--- src/rtl/trail_sequencer.sv ---
// Frame-rate scheduler for the phosphor-trail datapath: frame_no advances on vsync boundaries
// at a programmable rate/direction. Define TRAIL_AUTOREV_EN for ping-pong (auto-reverse) mode.
module trail_sequencer #(
    parameter int FRAME_W = 9,
    parameter int RATE_W  = 4
) (
    input  logic               clk,
    input  logic               rst_n,
    input  logic               vsync_in,
    input  logic               ctrl_valid,
    output logic               ctrl_ready,
    input  logic [7:0]         ctrl_data,
    output logic [FRAME_W-1:0] frame_no,
    output logic               frame_tick,
    output logic               paused,
    output logic               dir
);

    typedef enum logic [1:0] {
        OP_SET_RATE = 2'b00,
        OP_SET_DIR  = 2'b01,
        OP_PAUSE    = 2'b10,
        OP_STEP     = 2'b11
    } opcode_e;

    typedef enum logic [1:0] {
        ST_RUN   = 2'b00,
        ST_PAUSE = 2'b01,
        ST_STEP  = 2'b10
    } state_e;

    localparam logic [FRAME_W-1:0] FRAME_MAX = {FRAME_W{1'b1}};
    localparam logic [FRAME_W-1:0] FRAME_MIN = {FRAME_W{1'b0}};

    // Vsync synchronizer and rising-edge detect
    logic vs_meta;
    logic vs_sync;
    logic vs_prev;
    logic vs_rise;

    always_ff @(posedge clk or negedge rst_n) begin
        if (!rst_n) begin
            vs_meta <= 1'b0;
            vs_sync <= 1'b0;
            vs_prev <= 1'b0;
        end else begin
            // NOTE: non-blocking assignments make this a true 3-flop shift chain;
            // blocking ones would collapse it into a single flop.
            vs_meta <= vsync_in;
            vs_sync <= vs_meta;
            vs_prev <= vs_sync;
        end
    end

    assign vs_rise = vs_sync & ~vs_prev;

    // One-entry command holding register
    logic        pend_full;
    logic [7:0]  pend_data;
    logic        cmd_accept;
    logic        cmd_apply;
    opcode_e     cmd_op;
    logic [5:0]  cmd_arg;

    assign ctrl_ready = ~pend_full;
    assign cmd_accept = ctrl_valid & ctrl_ready;
    assign cmd_apply  = vs_rise & pend_full;
    assign cmd_op     = opcode_e'(pend_data[7:6]);
    assign cmd_arg    = pend_data[5:0];

    always_ff @(posedge clk or negedge rst_n) begin
        if (!rst_n) begin
            // NOTE: the payload is reset along with its valid flag so no stale
            // opcode survives a reset; it is a single register, not a memory array.
            pend_full <= 1'b0;
            pend_data <= 8'h00;
        end else if (cmd_apply) begin
            pend_full <= 1'b0;
        end else if (cmd_accept) begin
            pend_full <= 1'b1;
            pend_data <= ctrl_data;
        end
    end

    generate
        if (RATE_W < 6) begin : g_unused_arg
            logic unused_arg_bits;
            assign unused_arg_bits = ^cmd_arg[5:RATE_W];
        end
    endgenerate

    // Control state and frame datapath
    state_e              state;
    state_e              state_next;
    logic [RATE_W-1:0]   rate;
    logic [RATE_W-1:0]   rate_next;
    logic [RATE_W-1:0]   div_cnt;
    logic [RATE_W-1:0]   div_next;
    logic [FRAME_W-1:0]  frame_next;
    logic                dir_next;
    logic                advance;

    always_ff @(posedge clk or negedge rst_n) begin
        if (!rst_n) begin
            state <= ST_RUN;
        end else begin
            state <= state_next;
        end
    end

    always_comb begin
        // NOTE: every output of this block gets a default first, so no path
        // leaves a signal unassigned and no latch is inferred.
        state_next = state;
        rate_next  = rate;
        div_next   = div_cnt;
        dir_next   = dir;
        frame_next = frame_no;
        advance    = 1'b0;

        // Advance decision uses the settings in force before this edge's command
        if (vs_rise) begin
            case (state)
                ST_RUN: begin
                    if (div_cnt == rate) begin
                        advance  = 1'b1;
                        div_next = '0;
                    end else begin
                        div_next = div_cnt + 1'b1;
                    end
                end
                ST_PAUSE: begin
                    advance = 1'b0;
                end
                ST_STEP: begin
                    advance    = 1'b1;
                    state_next = ST_PAUSE;
                end
                default: begin
                    state_next = ST_RUN;
                end
            endcase
        end

        if (advance) begin
            frame_next = dir ? frame_no - 1'b1 : frame_no + 1'b1;
`ifdef TRAIL_AUTOREV_EN
            if (frame_next == (dir ? FRAME_MIN : FRAME_MAX)) begin
                dir_next = ~dir;
            end
`endif
        end

        // Command effects override the divider and any auto-reverse
        if (cmd_apply) begin
            case (cmd_op)
                OP_SET_RATE: begin
                    rate_next = cmd_arg[RATE_W-1:0];
                    div_next  = '0;
                end
                OP_SET_DIR: begin
                    dir_next = cmd_arg[0];
                end
                OP_PAUSE: begin
                    if (cmd_arg[0]) begin
                        state_next = ST_PAUSE;
                    end else begin
                        state_next = ST_RUN;
                        div_next   = '0;
                    end
                end
                OP_STEP: begin
                    if (state == ST_PAUSE) begin
                        state_next = ST_STEP;
                    end
                end
                default: begin
                    state_next = state_next;
                end
            endcase
        end
    end

    always_ff @(posedge clk or negedge rst_n) begin
        if (!rst_n) begin
            rate       <= '0;
            div_cnt    <= '0;
            dir        <= 1'b0;
            frame_no   <= '0;
            frame_tick <= 1'b0;
        end else begin
            rate       <= rate_next;
            div_cnt    <= div_next;
            dir        <= dir_next;
            frame_no   <= frame_next;
            frame_tick <= advance;
        end
    end

    assign paused = (state != ST_RUN);

endmodule
--- config.mk ---
export PLATFORM = sky130hd
export DESIGN_NAME = trail_sequencer
export DESIGN_NICKNAME = d
export VERILOG_FILES = /design/src/rtl/trail_sequencer.sv
export SDC_FILE = /design/constraint.sdc
export NUM_CORES = 1
export LEC_CHECK = 0
export BUFFER_PORTS_ARGS = -buffer_cell sky130_fd_sc_hd__buf_2
export CAP_MARGIN = 5
export CORE_MARGIN = 1.5
export CORE_UTILIZATION = 30
export DETAILED_ROUTE_END_ITERATION = 12
export HOLD_SLACK_MARGIN = 0.02
export MAX_ROUTING_LAYER = met4
export PLACE_DENSITY = 0.58
export SYNTH_ARGS = -nofsm -noshare
export SYNTH_HDL_FRONTEND = slang
export SYNTH_SLANG_ARGS = --single-unit
export TNS_END_PERCENT = 10
--- constraint.sdc ---
create_clock -name clk -period 1.96 [get_ports clk]
set_input_delay 0.098 -clock clk [delete_from_list [all_inputs] [get_ports clk]]
set_output_delay 0.098 -clock clk [all_outputs]
set_load 0.01 [all_outputs]
== Yosys cells after proc, flatten, opt, wreduce, memory -nomap -nowiden ==
Index checks and enable logic that the tools add are counted.

* Memory bits (read-only): 0
* Latch bits: 0
* Output and inout port bits: 13
* Memory bits (writable): 0
* Register bits after elaboration: 33
* Bits of input ports: 12
* Word-level logic and storage cells: 52
* Memories kept: 0

* Multipliers: 0
* Equal/unequal tests: 6
* Magnitude comparators: 0
* Multiplexer cells: 18
* Div/mod/pow operators: 0
* Add/sub/neg operators: 3
* Bitwise gates (word level): 6
* Shifts and indexed selects: 0
* Reductions and logical operators: 8

{| class="wikitable"
|+ Operator list
! cell !! count
|-
| $mux 4 || 5
|-
| $add 9x1->9 const B || 1
|-
| $mux 9 || 1
|-
| $sub 9x1->9 const B || 1
|-
| $pmux 2 s2 || 2
|-
| $pmux 4 s2 || 1
|-
| $eq 2x2->1 const B || 3
|-
| $mux 2 || 3
|-
| $reduce_and 2->1 || 3
|-
| $mux 1 || 5
|-
| $add 4x1->4 const B || 1
|-
| $eq 2x1->1 const B || 2
|-
| $eq 4x4->1 || 1
|-
| $logic_not 2->1 || 2
|-
| $reduce_bool 2->1 || 2
|-
| $and 1x1->1 || 3
|-
| $not 1->1 || 3
|-
| $pmux 1 s2 || 1
|-
| $reduce_or 2->1 || 1
|}

== Logic depth before layout (Yosys ltp) ==
* Depth in word-level cells: 7
* Mapped depth: 7
* Mapped depth without buffers: 6

== Worst setup path before layout ==
OpenSTA, ideal clock, no wires.

* Path type: reg-to-reg
* Start point: register dir
* End point: register frame_no[8]
* Data arrival time: 1.954 ns
* Path slack: -0.074 ns
* Path buffers: 0
* Library setup time: 0.080 ns
* Stages on the path, launching flop included: 7
* Cell sequence: dfrtp_1 -> fa_1 -> a211oi_1 -> o21ai_0 -> a311o_1 -> nand3_2 -> xnor2_1

* Cells in the longest elaborated chain, start to end: 1

{| class="wikitable"
|+ Ends and longest elaborated chain
! what !! RTL line !! RTL
|-
| from (decl) || 16 || <nowiki>output logic dir</nowiki>
|-
| from (signal assigned) || 194 || <nowiki>dir <= dir_next;</nowiki>
|-
| $mux 9 || 146 || <nowiki>frame_next = dir ? frame_no - 1'b1 : frame_no + 1'b1;</nowiki>
|-
| to (signal assigned) || 195 || <nowiki>frame_no <= frame_next;</nowiki>
|-
| to (decl) || 13 || <nowiki>output logic [FRAME_W-1:0] frame_no,</nowiki>
|}

Every way passes these cells.
A chain may end at the register's enable or synchronous reset.

== Final worst setup path ==
Ends and elaborated chain as after synthesis.

==> metrics.md <==
| Metric | Value |
|---|---|
| CTS tree | `yes` |
| Final setup vio count | `0` |
| Ant. Diodes | `0` |
| Psw | `roughly 1300 µW` |
| Die X | `78.5 µm` |
| Layout cells sized above 1 | `0.341` |
| Post-DP HPWL | `2300 µm` |
| Number of DRC markers in iteration 0 | `37` |
| Pin count of the biggest net entering global routing | `32` |
| Final Cycle Share | `0.958` |
| Actual slew at the worst max-slew pin | `696 ps` |
| Vias | `1,193` |
| Min cycle time layout | `1880 ps` |
| Final hold violations | `0` |
| Initial Util | `0.311` |
| Slew Viols, Final | `0` |
| Pwr/cell area | `approximately 1600 nW/µm²` |
| Vias in the first global route | `1,168` |
| Clock Path Buffers | `2` |
| Worst min path class | `in -> reg` |
| Die area | `approximately 6200 µm²` |
| Total track usage | `0.119` |
| Total chip power | `about 3400 µW` |
| Leakage | `0.000970 µW` |
| Area growth, synth to finish | `21.5%` |
| Outcome | `finished, final reports clean` |
| Crit start category | `flop` |
| Peak supply drop | `a little over 900 µV` |
| Initial antenna violation count | `0` |
| Pre-Repair DR Iteration Count | `4` |
| Internal power | `2090 µW` |
| Max stage delay on crit path | `approximately 480 ps` |
| CTS root buffer | `clkbuf_8` |
| Register share of total power | `0.322` |
| Fill cells | `558` |
| Yosys cell types | `35` |
| WL/cell | `12.3 µm` |
| Crit path cell chain | `ha_1 > a211oi_2 > o21ai_1 > a311o_1 > nand3_2 > xnor2_1` |
| Switching share of power | `0.390` |
| Syn Inst Count | `roughly 150` |
| Inserted Clock Buffers | `5` |
| Final setup skew | `approximately 10 ps` |
| Crit path kind | `reg -> reg` |
| Sum Neg Setup Slack | `0 ps` |
| Max Cap Viol | `0` |
| Relative slew slack | `0.536` |
| Num rows | `27` |
| I/O pins | `25` |
| Slowest CP cell | `dfrtp_2` |
| FFs w/ async S/R, synth | `1.00` |
| Post-DRT Antenna Nets | `0` |
| Flops & latches, synth | `31` |
| Worst-Skew Late Latency | `290 ps` |
| Most common flop cell mapped by yosys | `dfrtp_1` |
| Yosys warnings | `0` |
| Synth Net Count | `roughly 170` |
| Sequential-to-total area share from yosys stat | `0.454` |
| Unrepaired setup endpoints after global routing | `no` |
| Worst-path clk slew | `around 70 ps` |
| R2R setup slack | `approximately 80 ps` |
| Worst EP arrival | `between 2000 and 2500 ps` |
| Logic gate share of total power | `0.525` |
| Chip height | `roughly 79 µm` |
| DRC Markers | `0` |
| Setup Buffers After CTS | `0` |
| Congestion Overflow GR | `0` |
| Max Fanout on Critical Path | `8` |
| Vias per std cell | `around 4.6` |
| Worst EP required | `about 2200 ps` |
| Mapped cell area | `1710 µm²` |
| Core area | `between 5000 and 6000 µm²` |
| First-pass GRT wire length | `around 5400 µm` |
| CTS sink cnt | `31` |
| H-tree levels | `2` |
| Clock power share | `0.153` |
| CP endpoint kind | `flop` |
| Post-synth EDFFs | `0` |
| Highest clock rate | `533 MHz` |
| Avg Synthesized Cell Area | `~12 µm²` |
| Post-Route WL | `3170 µm` |
| Final GP Congestion | `between 0.8 and 0.9` |
| Fin nets | `roughly 210` |
| Port bufs | `22` |
[critical path, delay by kind of cell (launching register included)]
kind / cells / cell delay [ps]
compound gates: 3 / 780
xor+xnor: 1 / 100
fa+ha+maj: 1 / 350
flops: 1 / 480
simple gates: 1 / 80
[cells in the mapped netlist (2+ instances only)]
library cell  count  area share
dfrtp_1          31        0.45
ha_1             12       0.088
mux2_2           12       0.079
a21oi_1          10       0.029
o21ai_0          10       0.029
nand2_1           7       0.015
nor2_1            7       0.015
xnor2_1           6       0.031
xor2_1            6       0.031
inv_1             5       0.011
mux2_4            5       0.044
nor2b_1           4       0.015
a211oi_1          3       0.013
nand3_1           3      0.0088
a21o_1            2      0.0088
a31oi_1           2      0.0073
clkbuf_1          2      0.0044
nor3_1            2      0.0059
o211ai_1          2      0.0088
[flip-flops by register name, indices dropped and copies added (netlist names)]
| register | flops |
|---|---|
| dir | 1 |
| div_cnt | 4 |
| frame_no | 9 |
| frame_tick | 1 |
| pend_data | 6 |
| pend_full | 1 |
| rate | 4 |
| state | 2 |
| vs_meta | 1 |
| vs_prev | 1 |
| vs_sync | 1 |
[layout by cell type, fill, tap and decap left out, drive strengths merged]
cell / Yosys / layout
dfrtp: 31 / 31
buf: 1 / 30
mux2: 17 / 17
ha: 12 / 12
a21oi: 10 / 10
o21ai: 10 / 10
nand2: 7 / 7
nor2: 7 / 7
clkbuf: 2 / 7
xor2: 6 / 6
xnor2: 6 / 6
inv: 5 / 5
nor2b: 4 / 4
nand3: 4 / 4
dlygate4sd3: 0 / 3
nor3: 3 / 3
a211oi: 3 / 3
a31oi: 2 / 2
o211ai: 2 / 2
a21o: 2 / 2
nand4b: 1 / 1
nor4: 1 / 1
nand3b: 1 / 1
nor3b: 1 / 1
and2b: 1 / 1
and3: 1 / 1
and2: 1 / 1
a22o: 1 / 1
nand2b: 1 / 1
o21bai: 1 / 1
o21a: 1 / 1
a311o: 1 / 1
fa: 1 / 1
clkinv: 0 / 1
[stage by stage]
step                      setup WS [ps]  cells   util  cell area [µm²]  hold slack (ps)
after global routing               1.13    257  0.377             2080             33.9
after CTS                          31.1    257  0.377             2070             31.5
final                              82.1    257  0.377             2080             40.4
after floorplan                    64.6    147      -             1720             -198
after detailed placement           14.7    246  0.354             1950              186
after global placement             44.4    246  0.354             1950              188
[power groups by stage]
stage	clock network (µW)	registers, µW	logic [µW]
finish	523	1100	1800
global route	579	1140	2030
CTS	541	1110	1800
detailed placement	0	1120	1770
global placement	0	1110	1750
floorplan	0	1130	1260
[worst paths after layout]
| kind | startpoint | end | depth (start not counted) |
|---|---|---|---|
| setup / recovery | dir | frame_no[8] | 6 |
| hold / removal | ctrl_data[6] | pend_data[6] | 2 |
| setup reg to reg | dir | frame_no[8] | 6 |
| hold reg to reg | vs_meta | vs_sync | 0 |
| max in group asynchronous | rst_n | dir | 2 |
| min in group asynchronous | rst_n | state[1] | 2 |
[cell families after synthesis]
group,share of synthesized area
adders and majority gates,0.0995
DFF,0.454
buffers and inverters,0.0271
and+or+nand+nor,0.114
muxes,0.123
xor gates and xnor gates,0.0614
AOI/OAI and AO/OA,0.121
[layout make-up]
cell class,instances,area (µm²),share of cell area
multi-input cells,108,901,0.433
repair buffers,33,200,0.0963
clock buffers,7,86.3,0.0415
flip-flops and latches,31,777,0.374
inverters,5,18.8,0.00903
well taps,72,90.1,0.0433
clock inverters,1,5.00,0.00241
[timing repair]
| action | in CTS | in global routing |
|---|---|---|
| endpoints found under the hold margin | 33 | 0 |
| hold buffers | 3 | 0 |
| endpoints found under the setup margin | 1 | 3 |
| pin swaps | 0 | 1 |
| gates resized for setup | 1 | 2 |
[routing by layer]
layer / track usage / part of all wire / vias up
met2: 0.177 / 0.46 / 15
met3: 0.0430 / 0.038 / 6
met5: - / 0 / -
met1: 0.146 / 0.48 / 574
met4: 0.0482 / 0.013 / 0
li1: - / - / 598
Power figures use the tool's default switching activity.
